`config.mk`:
```
export PLATFORM = sky130hd
export DESIGN_NAME = run_length_meter
export DESIGN_NICKNAME = d
export VERILOG_FILES = /design/src/rtl/rlm_pkg.sv /design/src/rtl/rlm_fifo.sv /design/src/rtl/run_length_meter.sv
export SDC_FILE = /design/constraint.sdc
export NUM_CORES = 1
export LEC_CHECK = 0
export BUFFER_PORTS_ARGS = -buffer_cell sky130_fd_sc_hd__clkbuf_2
export CORE_ASPECT_RATIO = 1.2
export CORE_MARGIN = 2
export CORE_UTILIZATION = 40
export DETAILED_ROUTE_END_ITERATION = 8
export MAX_ROUTING_LAYER = met4
export PLACE_DENSITY = 0.67
export SYNTH_ARGS = -nofsm -noshare
export SYNTH_HDL_FRONTEND = slang
export SYNTH_HIERARCHICAL = 1
export SYNTH_SLANG_ARGS = --single-unit
```
`constraint.sdc`:
```
create_clock -name clk -period 7.28 [get_ports clk]
set_input_delay 1.456 -clock clk [delete_from_list [all_inputs] [get_ports clk]]
set_output_delay 1.456 -clock clk [all_outputs]
set_load 0.02 [all_outputs]
```
`src/rtl/rlm_pkg.sv`:
```
// Shared types and defaults for run_length_meter: run record, FSM state and
// the power-of-two helper used to validate the FIFO depth.
package rlm_pkg;

  localparam int unsigned RLM_CNT_W = 16;
  localparam int unsigned RLM_DEPTH = 4;

  typedef struct packed {
    logic                 level;
    logic [RLM_CNT_W-1:0] len;
  } rlm_rec_t;

  typedef enum logic {
    IDLE = 1'b0,
    RUN  = 1'b1
  } rlm_state_e;

  function automatic logic is_pow2(input int unsigned value);
    return (value != 0) && ((value & (value - 1)) == 0);
  endfunction

endpackage

```
`src/rtl/rlm_fifo.sv`:
```
// Synchronous record FIFO for run_length_meter. The caller guarantees no push
// when full and no pop when empty; a simultaneous push and pop on a full FIFO is legal.
module rlm_fifo
  import rlm_pkg::*;
#(
  parameter type         rec_t = rlm_rec_t,
  parameter int unsigned DEPTH = RLM_DEPTH
) (
  input  logic clk,
  input  logic rst_n,
  input  logic push,
  input  logic pop,
  input  rec_t wr_data,
  output logic full,
  output logic empty,
  output rec_t head
);

  localparam int unsigned AW = $clog2(DEPTH);

  if (!is_pow2(DEPTH) || DEPTH < 2) begin : g_bad_depth
    $error("rlm_fifo: DEPTH must be a power of two and at least 2");
  end

  // Pointers carry one extra wrap bit so full and empty are distinguishable.
  logic [AW:0] wr_ptr_q, wr_ptr_d;
  logic [AW:0] rd_ptr_q, rd_ptr_d;
  rec_t        mem_q [DEPTH];

  assign empty = (wr_ptr_q == rd_ptr_q);
  assign full  = (wr_ptr_q[AW] != rd_ptr_q[AW]) &&
                 (wr_ptr_q[AW-1:0] == rd_ptr_q[AW-1:0]);
  assign head  = mem_q[rd_ptr_q[AW-1:0]];

  assign wr_ptr_d = wr_ptr_q + {{AW{1'b0}}, push};
  assign rd_ptr_d = rd_ptr_q + {{AW{1'b0}}, pop};

  // NOTE: sequential state uses non-blocking (<=) so every flop samples pre-edge values.
  always_ff @(posedge clk) begin
    if (!rst_n) begin
      wr_ptr_q <= '0;
      rd_ptr_q <= '0;
    end else begin
      wr_ptr_q <= wr_ptr_d;
      rd_ptr_q <= rd_ptr_d;
    end
  end

  // NOTE: storage is deliberately not reset; the pointers alone define which slots are valid.
  always_ff @(posedge clk) begin
    if (push) begin
      mem_q[wr_ptr_q[AW-1:0]] <= wr_data;
    end
  end

endmodule

```
`src/rtl/run_length_meter.sv`:
```
// Measures the length of each constant-level run on din and queues {level, length}
// records behind a valid/ready port. Optional macro RLM_SAT_SPLIT_EN splits
// saturated runs into max-length records instead of saturating silently.
module run_length_meter
  import rlm_pkg::*;
#(
  parameter int unsigned CNT_W = RLM_CNT_W,
  parameter int unsigned DEPTH = RLM_DEPTH
) (
  input  logic             clk,
  input  logic             rst_n,
  input  logic             din,
  input  logic             clr,
  output logic             out_valid,
  input  logic             out_ready,
  output logic             out_level,
  output logic [CNT_W-1:0] out_len,
  output logic             overflow
);

  if (CNT_W < 1) begin : g_bad_cnt_w
    $error("run_length_meter: CNT_W must be at least 1");
  end

  typedef struct packed {
    logic             level;
    logic [CNT_W-1:0] len;
  } rec_t;

  localparam logic [CNT_W-1:0] CNT_MAX = '1;

  rlm_state_e       state_q, state_d;
  logic             cur_level_q, cur_level_d;
  logic [CNT_W-1:0] count_q, count_d;
  logic             overflow_q, overflow_d;

  logic rec_push;
  rec_t rec;
  logic fifo_push, fifo_pop, fifo_full, fifo_empty, drop;
  rec_t fifo_head;

  // NOTE: every always_comb output gets a default first so no latch is inferred.
  always_comb begin
    state_d     = state_q;
    cur_level_d = cur_level_q;
    count_d     = count_q;
    rec_push    = 1'b0;
    rec         = '{level: cur_level_q, len: count_q};

    unique case (state_q)
      IDLE: begin
        cur_level_d = din;
        count_d     = CNT_W'(1);
        state_d     = RUN;
      end
      RUN: begin
        if (din != cur_level_q) begin
          rec_push    = 1'b1;
          cur_level_d = din;
          count_d     = CNT_W'(1);
        end else if (count_q != CNT_MAX) begin
          count_d = count_q + CNT_W'(1);
        end
`ifdef RLM_SAT_SPLIT_EN
        else begin
          // Close out a max-length chunk; the current sample starts the next one.
          rec_push = 1'b1;
          count_d  = CNT_W'(1);
        end
`endif
      end
      default: state_d = IDLE;
    endcase
  end

  // A full FIFO still accepts a push when the head leaves on the same edge.
  assign fifo_pop   = out_valid && out_ready;
  assign fifo_push  = rec_push && (!fifo_full || fifo_pop);
  assign drop       = rec_push && fifo_full && !fifo_pop;
  assign overflow_d = drop ? 1'b1 : (clr ? 1'b0 : overflow_q);

  always_ff @(posedge clk) begin
    if (!rst_n) begin
      state_q     <= IDLE;
      cur_level_q <= 1'b0;
      count_q     <= '0;
      overflow_q  <= 1'b0;
    end else begin
      state_q     <= state_d;
      cur_level_q <= cur_level_d;
      count_q     <= count_d;
      overflow_q  <= overflow_d;
    end
  end

  rlm_fifo #(
    .rec_t (rec_t),
    .DEPTH (DEPTH)
  ) u_fifo (
    .clk     (clk),
    .rst_n   (rst_n),
    .push    (fifo_push),
    .pop     (fifo_pop),
    .wr_data (rec),
    .full    (fifo_full),
    .empty   (fifo_empty),
    .head    (fifo_head)
  );

  // Head fields are forced to 0 while empty so stale storage never shows.
  assign out_valid = !fifo_empty;
  assign out_level = fifo_empty ? 1'b0 : fifo_head.level;
  assign out_len   = fifo_empty ? '0 : fifo_head.len;
  assign overflow  = overflow_q;

endmodule
```
==> results.txt, run 1 <==
The flow ran to the end, and the final reports show no timing, DRC or antenna violations. STA puts the critical path data arrival time at 2.57 ns. The area added between synthesis and finish came out at 14.19%. The overall power was 1.183 mW. The worst setup path is captured at an output port. The detail route stage leaves a number of antenna-violating nets equal to 0.

The buffer type at the clock tree root was sky130_fd_sc_hd__clkbuf_16. VDD sags by at most 0.1034 mV. The tools report the required time of the critical path as 5.82 ns. The post-synthesis area per instance was 15.82 sq um; the estimated wirelength of the detail-placed design was 4.266 mm. The time the final worst path needs with I/O delays and setup was 4.021 ns. The tools report the type of origin of the critical path as a register. For this block, the initial DRC count from the detailed router was 177. Across the run, the number of max-cap violations was 0. Buffers inserted during clock tree synthesis total 9. Static timing analysis puts the maximum clock frequency at 248.7 MHz.

Sum of overflow across all layers after global routing: 0. The number of different library cells used by synthesis comes to 47. Counting along the longest clock path gives a buffer depth of 2. The number of cell rows was 39. Sorting the synthesized cells by area gives the leading types as sky130_fd_sc_hd__edfxtp_1 (53%), sky130_fd_sc_hd__dfxtp_1 (13%), sky130_fd_sc_hd__mux4_1 (5.5%).

Worst path setup slack after routing: 3.259 ns. The tree built by TritonCTS fans out to 93 sinks. After floorplanning, the core was sized to cover 9418 sq um.

The number of detailed-route iterations in the first pass was 4. For the worst slack at placement, the log shows 3.537 ns. The initial antenna violation count was 0; the total die area was 10410 sq um. For the headroom to the max-slew limit, the log shows 0.3511. For the initial core utilization, the log shows 0.4081. By count the netlist is led by sky130_fd_sc_hd__edfxtp_1 (68), sky130_fd_sc_hd__dfxtp_1 (25), sky130_fd_sc_hd__nor2b_1 (17).

The proportion of netlist area held by the largest area contributor was 0.5313. The maximum fanout encountered on the critical timing path came out at 19. Entering global routing, the biggest net connects 20 pins. After clock tree synthesis, the repair step resized 0 gates. In the final routed layout, each cell accounts on average for 16.57 um.

In this run, post-CTS hold repair placed 0 buffers. The clock tree synthesis step divided the H-tree into 3 levels. Synthesis produced a netlist with a net count of 253. The fraction of registers with async set or reset after synthesis is 0, and the portion of the clock cycle consumed by the worst path in the final layout is 0.5524. For the pin with the worst max-slew slack, the measured transition is 0.9723 ns. The min-delay analysis places its worst path in the category reg -> reg.

The Yosys warning count is 6. The cell type with the highest aggregate area in the netlist was sky130_fd_sc_hd__edfxtp_1. For the number of pins exceeding their max-slew limit in the final report, the log shows 0. The power density relative to cell area was 269.5 nW/um^2; the via count of the first global-routing pass was 2049. In this run the count of I/O pins placed on the die edge is 24.

The run gives 0 as the antenna diode count. The run gives 2104 as the number of vias in the routed layout. The final-report setup violation count came out at 0. Number of nets in the layout: 283. The type of the worst setup path was reg -> out. For this design the static power due to leakage is 1.517 nW. The synthesized design contains 68 enable-type register cells. Across the routed clock network, the largest skew measured is 0.004243 ns.

Summed over all layers, the routed wires come to 6.643 mm. After clock tree synthesis, the clock-pin slew on the worst setup and hold paths is 0.06 ns. The die is 93.49 um wide. Count of unresolved DRC violations after routing: 0. Buffers added to address setup during post-CTS repair amount to 0.

For this run, the leading register cell type out of synthesis is sky130_fd_sc_hd__edfxtp_1. Setup repair after global routing left no endpoint under its margin. During placement, the flow inserted port buffers numbering 23.

The flop and latch count out of synthesis is 93. The logs give 10.76 mm for the first-pass GRT wire length and 243 for the post-synthesis instance total. The summed instance area of the synthesized netlist came out at 3844 sq um. For the final RePlAce weighted congestion, the log shows 0.7636.

Measured along the y axis, the die boundary spans 111.4 um. TritonCTS built the clock tree. Register area share after synthesis: 0.6615. By instance count, the leading cell after synthesis is sky130_fd_sc_hd__edfxtp_1. Using the TritonRoute via totals, the vias-per-cell ratio works out to 5.247. The number of failing hold endpoints at the final stage came out at 0.

The later pin in the worst-skew pair is clocked with a latency of 0.34 ns. The share of final-layout standard cells stronger than drive strength 1 was 0.2050; the overall routing resource usage was 0.1437. The sum of negative setup slack was 0 ns.
## worst max-delay path, cell delays in order (launching register included)
cell and delay [ns]:
sky130_fd_sc_hd__dfxtp_1 0.94, sky130_fd_sc_hd__xor2_1 0.22, sky130_fd_sc_hd__nor3b_2 0.56, sky130_fd_sc_hd__buf_4 0.29, sky130_fd_sc_hd__nor2b_1 0.07, sky130_fd_sc_hd__clkbuf_2 0.15
## logic make-up (layout without fill, tap and decap cells)
| logic type | Yosys count | in the layout | share of synthesized area |
|---|---|---|---|
| flip-flops | 93 | 93 | 0.6615 |
| AND/OR/NAND/NOR | 79 | 79 | 0.1247 |
| AO/OA/AOI/OAI | 29 | 29 | 0.05078 |
| multiplexers | 19 | 19 | 0.1126 |
| buffers and inverters | 11 | 46 | 0.01823 |
| XOR/XNOR | 7 | 7 | 0.01595 |
| adder cells (fa/ha/maj) | 5 | 5 | 0.01628 |
## power breakdown
group          switching, mW  leakage [nW]  total [mW]  internal (mW)
clock                  0.178         0.141       0.450          0.272
sequential           0.00952         0.810       0.586          0.576
combinational         0.0849         0.566       0.147         0.0626
total                  0.272          1.52        1.18          0.911
## sequential cells by signal, summed over array words and instances, names as in the netlist
| name | flops |
|---|---|
| u_fifo/rd_ptr_q | 3 |
| u_fifo/mem_q | 68 |
| count_q | 16 |
| u_fifo/wr_ptr_q | 3 |
| overflow | 1 |
| state_q | 1 |
| cur_level_q | 1 |
## per-layer routing
metal  GRT usage  part of all wire  vias up
li1            -                 -     1019
met1      0.1674              0.42     1043
met2      0.2312              0.52       30
met3     0.03045             0.031       12
met4     0.07843             0.031        0
met5           -                 0        -
## worst paths after layout
path         slack [ns]                  end                from  cells past startpoint
min reg2reg        0.48             overflow            overflow                      2
max                3.26           out_len[7]  u_fifo/rd_ptr_q[1]                      5
max reg2reg        4.12  u_fifo/mem_q[0][12]  u_fifo/rd_ptr_q[1]                      6
min                0.48             overflow            overflow                      2
## cell type report
type,instances,area (sq um)
multi-input cells,139,1247
fillers,804,5029
repair buffers,26,137.6
inverters,4,15.01
flip-flops and latches,93,2542
well taps,123,153.9
clock inverters,5,50.05
clock buffers,11,242.7
## through the flow
step,instances,util,hold slack (ns),cell area [sq um]
floorplan,243,-,0.4797,3844
global placement,385,0.4350,0.4691,4096
detailed placement,385,0.4350,0.4838,4096
CTS,401,0.4661,0.4901,4389
global route,401,0.4661,0.5254,4389
finish,401,0.4661,0.4823,4389
## placed cells by master (no fill, tap or decap), types with 6 or more instances in the layout
cell / count
sky130_fd_sc_hd__a21oi_1: 9
sky130_fd_sc_hd__and2_1: 9
sky130_fd_sc_hd__clkbuf_16: 9
sky130_fd_sc_hd__clkbuf_2: 23
sky130_fd_sc_hd__dfxtp_1: 25
sky130_fd_sc_hd__edfxtp_1: 68
sky130_fd_sc_hd__mux4_1: 8
sky130_fd_sc_hd__mux4_2: 9
sky130_fd_sc_hd__nand2_1: 15
sky130_fd_sc_hd__nand3_1: 6
sky130_fd_sc_hd__nor2b_1: 17
(Power assumes the default switching activity.)
==> run 2: changes to the inputs <==
- ABC_AREA: not set -> 1
- clock period: 7.28 -> 4 ns (I/O delays scaled with it)
==> run 2 against run 1 <==
Net effect:
- final cell count rose by 54%
- first-iteration DRC count fell by 15%
- utilization fell by 0.26 points
- worst setup slack got worse by 2.0 ns
- worst hold slack got worse by 0.014 ns
- die area rose by 13%
- via count rose by 38%
- largest power group unchanged
==> results.txt, run 2 <==
The logs give 0 (unchanged) for the initial antenna violation count and 1.249 ns (-2.288 ns) for the worst slack at placement. The highest attainable clock frequency came out at 362.2 MHz. The logs give 0 (unchanged) for the sum of overflow across all layers after global routing and 495 (+75%) for the number of nets in the layout. The post-detailed-route count of antenna-violating nets came out at 0 (unchanged). Leaving out fill and tap cells, the most frequent cell in the layout is sky130_fd_sc_hd__nand2_1. The headroom to the max-slew limit is 0.7124 (+0.3613). The tools report the post-synthesis instance total as 456 (+88%). The proportion of netlist area held by the largest area contributor came out at 0.4663 (-0.06496).

The clock net sink count is 93 (unchanged), and the overall routing resource usage is 0.1511 (+0.007420). After layout, the minimum clock period comes to 2.761 ns. Clock tree synthesis selected as its root buffer the cell sky130_fd_sc_hd__clkbuf_16.

The initial core utilization is 0.4144 (+0.006267). Net switching power: 0.5902 mW (+120%). Sorting the synthesized cells by how often they occur yields sky130_fd_sc_hd__nand2_1 (120), sky130_fd_sc_hd__inv_1 (81), sky130_fd_sc_hd__edfxtp_1 (68). The first-pass GRT wire length is 13.41 mm (+25%). For the arrival time at the worst endpoint, the log shows 2.78 ns (+0.21 ns). The number of levels the H-tree was split into is 3 (unchanged). The final-layout fill cell count is 989 (+23%), and the area of placed instances is 4613 sq um (+13%). The number of cell rows is 41 (+5.1%), and the post-CTS setup buffer count is 0 (unchanged). For the I/O pin count, the log shows 24 (unchanged). The slowest stage of the critical path belongs to the cell sky130_fd_sc_hd__buf_4. For the leakage power, the log shows 2.115 nW (+39%). The overall power was 2.236 mW (+89%).

The worst path setup slack after routing was 1.239 ns (-2.020 ns). Estimated wirelength of the detail-placed design: 5.775 mm (+35%). The maximum fanout encountered on the critical timing path is 37 (+18), and the sum of negative setup slack is 0 ns (unchanged). The tools report the number of hold-repair buffers added at the cts stage as 0 (unchanged).

The critical path in this run is classified as reg -> reg. The tools report the cell total after placement as 603 (+57%). The most used flip-flop cell after synthesis is sky130_fd_sc_hd__edfxtp_1.

The number of stages on the worst hold path was 2 (unchanged); the register area share after synthesis was 0.5806 (-0.08089). The flip-flop count of the largest register after layout works out to 68 (unchanged). The final non-filler cell total was 619 (+54%); the switching part of the total was 0.2639 (+0.03407).

The power density relative to cell area was 456.6 nW/um^2 (+69%); the number of max-cap violations was 0 (unchanged). The antenna diode count was 0 (unchanged). In this run the worst hold path is classified as reg -> reg.

The number of vias in the routed layout was 2914 (+38%). The tools report the nature of the critical path endpoint as a register. Yosys instantiated no cell more often than sky130_fd_sc_hd__nand2_1. The portion of total power attributed to the clock network was 0.362 (-0.018); the height of the die was 118.6 um (+6.5%).

The average wire length per cell after detail routing is 13.02 um (-21%), and the relative contribution of sequential cells to total power is 0.476 (-0.019). The logs give 1.646 mW (+81%) for the internal cell power and 2864 (+40%) for the via count of the first global-routing pass. The share of final-layout standard cells stronger than drive strength 1 works out to 0.1796 (-0.02544). TritonCTS built the clock tree.

The area growth from synthesis to layout is 11.83%. The fraction of registers with async set or reset after synthesis was 0 (unchanged); the portion of the clock cycle consumed by the worst path in the final layout was 0.6903. Walking the worst path, the cells encountered are buf_4 -> inv_6 -> nand2_1 -> nand2_1 -> nand2_1 -> nor2_1 -> buf_4 -> nor2_1 -> nor2_1 -> nor3_1 -> inv_1 -> nor3_2 -> buf_4. The tools report the net count of the mapped netlist as 466 (+84%). The average via count per standard cell was 4.708 (-10%); the logic depth of the worst register-to-register path was 13 (+7). The number of enable flip-flop cells after synthesis was 68 (unchanged).

The critical path's top delay family was buffers and inverters. The maximum number of pins on one net before global-route repair was 38 (+90%). The run gives 4379 sq um (+14%) as the summed instance area of the synthesized netlist.

The flow ran to the end, and the final reports show no timing, DRC or antenna violations. The type of origin of the critical path was a register. The number of buffers and inverters on the critical path was 5 (+3); the number of pins exceeding their max-slew limit in the final report was 0 (unchanged).

The slew at the pin with the worst max-slew slack is 0.4300 ns (-0.5424 ns). The insertion delay of the later-clocked pin in the worst-skew pair is 0.34 ns (about the same), and the number of failing hold endpoints at the final stage is 0 (unchanged). The tools report the final RePlAce weighted congestion as 0.8093 (+6.0%). Overall die width: 99.52 um (+6.5%).

The count of buffers from port buffering is 23 (unchanged). The top cell types in the final layout, fill and taps aside, are sky130_fd_sc_hd__nand2_1 (120), sky130_fd_sc_hd__inv_1 (81), sky130_fd_sc_hd__edfxtp_1 (68), sky130_fd_sc_hd__nor2_1 (44), sky130_fd_sc_hd__dfxtp_1 (25). The number of gates given a new drive strength after cts was 0 (unchanged). The number of detailed-route iterations in the first pass was 4 (unchanged); the flop and latch count out of synthesis was 93 (unchanged).

The largest total area in the synthesized netlist belongs to sky130_fd_sc_hd__edfxtp_1. The detailed router's first-iteration violation count was 150 (-15%); the area of all placed cells without fillers was 4897 sq um (+12%). The critical path's largest stage delay was 0.32 ns (-0.62 ns). The tools report the post-route clock skew as 0.004373 ns (+0.0001295 ns). The core footprint was 10570 sq um (+12%); the maximum clock path buffer count was 2 (unchanged). The post-synthesis area per instance is 9.604 sq um (-39%). Yosys attributes the largest share of cell area to sky130_fd_sc_hd__edfxtp_1 (47%), sky130_fd_sc_hd__dfxtp_1 (11%), sky130_fd_sc_hd__nand2_1 (10%).

The CTS clock-pin slew for the worst setup and hold paths was 0.06 ns (about the same). The logs give 0 (unchanged) for the final-report setup violation count and 0.162 (+0.037) for the portion of total power attributed to combinational logic. The total die area is 11800 sq um (+13%).

The logs give 4.02 ns (-1.80 ns) for the required time of the critical path and 8.062 mm (+21%) for the sum of routed wire length over all layers. Largest vdd supply drop: 0.2014 mV (+95%). The total stage count of the critical path works out to 13 (+8). The number of library cell types mapped by synthesis was 31 (-34%). The count of unresolved DRC violations after routing is 0 (unchanged), and the total clock buffers created by CTS is 9 (unchanged). Setup repair after global routing left no endpoint under its margin. The Yosys warning count is 6 (unchanged).
[run 2: changes by cell type after synthesis, moves of 8 or more]
cell	change
sky130_fd_sc_hd__nor2_1	+39
sky130_fd_sc_hd__nor2b_1	-17
sky130_fd_sc_hd__o211ai_2	+17
sky130_fd_sc_hd__nand3_1	+11
sky130_fd_sc_hd__and2_1	-8
sky130_fd_sc_hd__inv_1	+77
sky130_fd_sc_hd__o21ai_0	+10
sky130_fd_sc_hd__buf_6	+8
sky130_fd_sc_hd__nand2_1	+105
sky130_fd_sc_hd__mux4_2	-9
sky130_fd_sc_hd__mux4_1	-8
[run 2: kinds of logic after synthesis]
family	synth area share
AOI/OAI and AO/OA	0.08257
DFF	0.5806
buffers and inverters	0.1023
xor gates and xnor gates	0.004001
adders and majority gates	0.01429
and+or+nand+nor	0.2163
[run 2: power by group through the flow]
stage	sequential (mW)	combinational, mW	clock, mW
finish	1.06	0.361	0.810
CTS	1.07	0.371	0.830
global placement	1.08	0.362	0
global route	1.07	0.408	0.865
floorplan	1.08	0.299	0
detailed placement	1.09	0.370	0
[run 2: path summary, 6_finish.rpt]
| path | startpoint | to | slack (ns) |
|---|---|---|---|
| hold / removal | overflow | overflow | 0.47 |
| setup reg to reg | u_fifo/rd_ptr_q[0] | u_fifo/mem_q[0][13] | 1.24 |
| hold reg to reg | overflow | overflow | 0.47 |
| setup / recovery | u_fifo/rd_ptr_q[0] | u_fifo/mem_q[0][13] | 1.24 |
[run 2: per-layer routing]
metal  track usage  share of wire
met5             -              0
met4       0.06935          0.022
met3       0.02720          0.036
met2        0.2500           0.50
met1        0.1785           0.44
[run 2: final cells by class]
type                       instances  area [sq um]  share of cell area
multi-input combinational        265          1409              0.2877
sequential                        93          2542              0.5192
timing repair buffer              30         167.7             0.03424
inverter                          86         332.8             0.06796
clock buffer                      11         232.7             0.04752
clock inverter                     5         51.30             0.01048
tap                              129         161.4             0.03296
[run 2: worst reg2reg max path: stages (launching register included)]
cell and delay, ns:
sky130_fd_sc_hd__dfxtp_1 0.30, sky130_fd_sc_hd__buf_4 0.32, sky130_fd_sc_hd__inv_6 0.19, sky130_fd_sc_hd__nand2_1 0.10, sky130_fd_sc_hd__nand2_1 0.05, sky130_fd_sc_hd__nand2_1 0.08, sky130_fd_sc_hd__nor2_1 0.04, sky130_fd_sc_hd__buf_4 0.19
sky130_fd_sc_hd__nor2_1 0.18, sky130_fd_sc_hd__nor2_1 0.10, sky130_fd_sc_hd__nor3_1 0.28, sky130_fd_sc_hd__inv_1 0.17, sky130_fd_sc_hd__nor3_2 0.13, sky130_fd_sc_hd__buf_4 0.28
[run 2: stage by stage]
| stage | utilization | hold WS [ns] |
|---|---|---|
| floorplan | - | 0.4746 |
| global placement | 0.4365 | 0.4650 |
| detailed placement | 0.4365 | 0.4593 |
| CTS | 0.4634 | 0.4757 |
| global route | 0.4634 | 0.5148 |
| finish | 0.4634 | 0.4681 |
==> run 3: changes to the inputs <==
- clock period: 4 -> 2.8 ns (I/O delays scaled with it)
==> run 3 against run 2 <==
Net effect:
- final cell count up 0.16%
- sequential share of layout area down 0.68 points
- wire length down 3.2%
- flip-flop and latch count unchanged
- worst setup slack worse by 0.71 ns
- clock power increased by 64%
- die area unchanged
- first-iteration DRC count decreased by 14%
- register-to-register slack got worse by 0.63 ns
- clock skew is essentially flat
- non-clock buffer count rose by 1
- critical path type is now reg -> out
- largest cell class unchanged
- highest routed layer unchanged
==> results.txt, run 3 (same netlist as run 2, synthesis figures left out) <==
The portion of the clock cycle consumed by the worst path in the final layout works out to 0.8111. By instance count, the cell type seen most on the critical path is sky130_fd_sc_hd__nand2_1. From synthesis to final layout, the design area changed by 13.31%. Leading cell type in the layout, fill and taps excluded: sky130_fd_sc_hd__nand2_1. Estimated wirelength of the detail-placed design: 5.762 mm (-0.23%).

The number of levels the H-tree was split into is 3 (unchanged). The count of buffers from port buffering was 23 (unchanged); the number of nets in the layout was 496 (+0.20%). Number of hold-repair buffers added at the cts stage: 0 (unchanged). The initial antenna violation count is 0 (unchanged).

The nature of the critical path endpoint was an output port. The count of unresolved DRC violations after routing is 0 (unchanged), and the highest attainable clock frequency is 440.3 MHz. The height of the die works out to 118.6 um (unchanged). The share of final-layout standard cells stronger than drive strength 1 works out to 0.1853 (+0.005744). The run gives 0.8225 (+1.6%) as the final RePlAce weighted congestion.

The arrival time at the worst endpoint was 1.71 ns (-1.07 ns). The logs give 0.34 ns (about the same) for the insertion delay of the later-clocked pin in the worst-skew pair and 2819 (-1.6%) for the via count of the first global-routing pass. The flip-flop count of the largest register after layout works out to 68 (unchanged).

The largest vdd supply drop is 0.3144 mV (+56%). The average wire length per cell after detail routing was 12.59 um (-3.3%); the post-detailed-route count of antenna-violating nets was 0 (unchanged). The tools report the headroom to the max-slew limit as 0.7071 (-0.005301).

Area of placed instances: 4621 sq um (+0.16%). The buffer type at the clock tree root is sky130_fd_sc_hd__clkbuf_16. The run gives 0 (unchanged) as the number of max-cap violations.

Setup repair after global routing left no endpoint under its margin. The overall die width was 99.52 um (unchanged). For the initial core utilization, the log shows 0.4144 (unchanged). In this run the worst hold path is classified as in -> reg. The largest individual stage delay along the critical path comes from the cell sky130_fd_sc_hd__buf_4. Total clock buffers created by CTS: 9 (unchanged).

The logs give 93 (unchanged) for the clock net sink count and 36 (-5.3%) for the maximum number of pins on one net before global-route repair. Number of vias in the routed layout: 2886 (-0.96%). The sum of overflow across all layers after global routing is 0 (unchanged), and the worst path setup slack after routing is 0.5291 ns (-0.7099 ns). The logs give 0 (unchanged) for the antenna diode count and 2542 sq um (unchanged) for the sequential cell area in the final layout. The maximum fanout encountered on the critical timing path works out to 34 (-8.1%). The number of detailed-route iterations in the first pass is 6 (+2).

The critical path's top delay family is buffers and inverters. For the I/O pin count, the log shows 24 (unchanged). The run finished with clean final reports.

The power density relative to cell area came out at 678.1 nW/um^2 (+49%). The post-route clock skew came out at 0.004331 ns (-0.00004169 ns). The slew at the pin with the worst max-slew slack was 0.4393 ns (+0.009347 ns).

The worst setup path is launched from a register. The logs give 987 (-0.20%) for the final-layout fill cell count and 0 (unchanged) for the number of pins exceeding their max-slew limit in the final report. The tools report the final-report setup violation count as 0 (unchanged). The total die area is 11800 sq um (unchanged), and the core footprint is 10570 sq um (unchanged). The signal on the critical path passes through inv_6 -> buf_4 -> nand2_1 -> o211ai_2 -> nand2_1 -> inv_1 -> nor2_1 -> clkbuf_2. The worst slack at placement came out at 0.4382 ns (-0.8106 ns). The number of buffers and inverters on the critical path came out at 4 (-1). The post-CTS setup buffer count is 0 (unchanged), and the area used by multi-input combinational logic is 1409 sq um (unchanged).

The average via count per standard cell was 4.655 (-1.1%); the number of cell rows was 41 (unchanged). The run gives 4962 sq um (+1.3%) as the area of all placed cells without fillers. The sum of negative setup slack was 0 ns (unchanged); the leakage power was 2.152 nW (+1.7%). The time the final worst path needs with I/O delays and setup works out to 2.271 ns. For the sum of routed wire length over all layers, the log shows 7.808 mm (-3.2%).

The run gives 129 (-14%) as the detailed router's first-iteration violation count. The number of gates given a new drive strength after cts came out at 0 (unchanged). TritonCTS built the clock tree. The overall routing resource usage is 0.1459 (-0.005222). The top cell types in the final layout, fill and taps aside, are sky130_fd_sc_hd__nand2_1 (120), sky130_fd_sc_hd__inv_1 (81), sky130_fd_sc_hd__edfxtp_1 (68), sky130_fd_sc_hd__nor2_1 (44), sky130_fd_sc_hd__dfxtp_1 (25).

The setup path with the least slack is of type reg -> out. The critical path's largest stage delay is 0.37 ns (+0.05 ns), and the number of failing hold endpoints at the final stage is 0 (unchanged). The CTS clock-pin slew for the worst setup and hold paths came out at 0.06 ns (about the same).

For the overall power, the log shows 3.365 mW (+50%). The required time of the critical path is 2.24 ns (-1.78 ns), and the first-pass GRT wire length is 13.24 mm (-1.2%). The maximum clock path buffer count was 2 (unchanged).
[run 3: layer usage]
| layer | up-vias | part of all wire | track usage |
|---|---|---|---|
| li1 | 1516 | - | - |
| met1 | 1319 | 0.46 | 0.1796 |
| met2 | 37 | 0.49 | 0.2352 |
| met3 | 14 | 0.027 | 0.02070 |
| met4 | 0 | 0.022 | 0.07106 |
| met5 | - | 0 | - |
[run 3: final timing paths]
check	cells after the start	end	slack (ns)	start
setup reg to reg	11	u_fifo/mem_q[0][11]	0.61	u_fifo/wr_ptr_q[0]
hold reg to reg	2	overflow	0.48	overflow
setup / recovery	8	out_len[5]	0.53	u_fifo/rd_ptr_q[0]
hold / removal	3	cur_level_q	0.43	din
[run 3: power by group]
part | total (mW) | internal, mW | switching [mW]
registers | 1.53 | 1.50 | 0.0227
clock network | 1.33 | 0.847 | 0.479
logic | 0.513 | 0.166 | 0.347
[run 3: final cells by class]
type | count | area share
clock inverter | 2 | 0.007060
multi-input combinational | 265 | 0.2839
sequential | 93 | 0.5124
tap | 129 | 0.03253
inverter | 86 | 0.06707
clock buffer | 14 | 0.06178
timing repair buffer | 31 | 0.03530
[run 3: worst min-delay path, cell delays in order]
cell and delay, ns:
sky130_fd_sc_hd__clkbuf_2 0.10, sky130_fd_sc_hd__nand2_1 0.05, sky130_fd_sc_hd__inv_1 0.04
[run 3: per-stage QoR]
stage | util | hold slack (ns) | instances
2_1_floorplan | - | 0.4746 | 456
3_3_place_gp | 0.4372 | 0.4644 | 604
3_5_place_dp | 0.4372 | 0.4657 | 604
4_1_cts | 0.4696 | 0.4339 | 620
5_1_grt | 0.4696 | 0.4502 | 620
6_report | 0.4696 | 0.4290 | 620
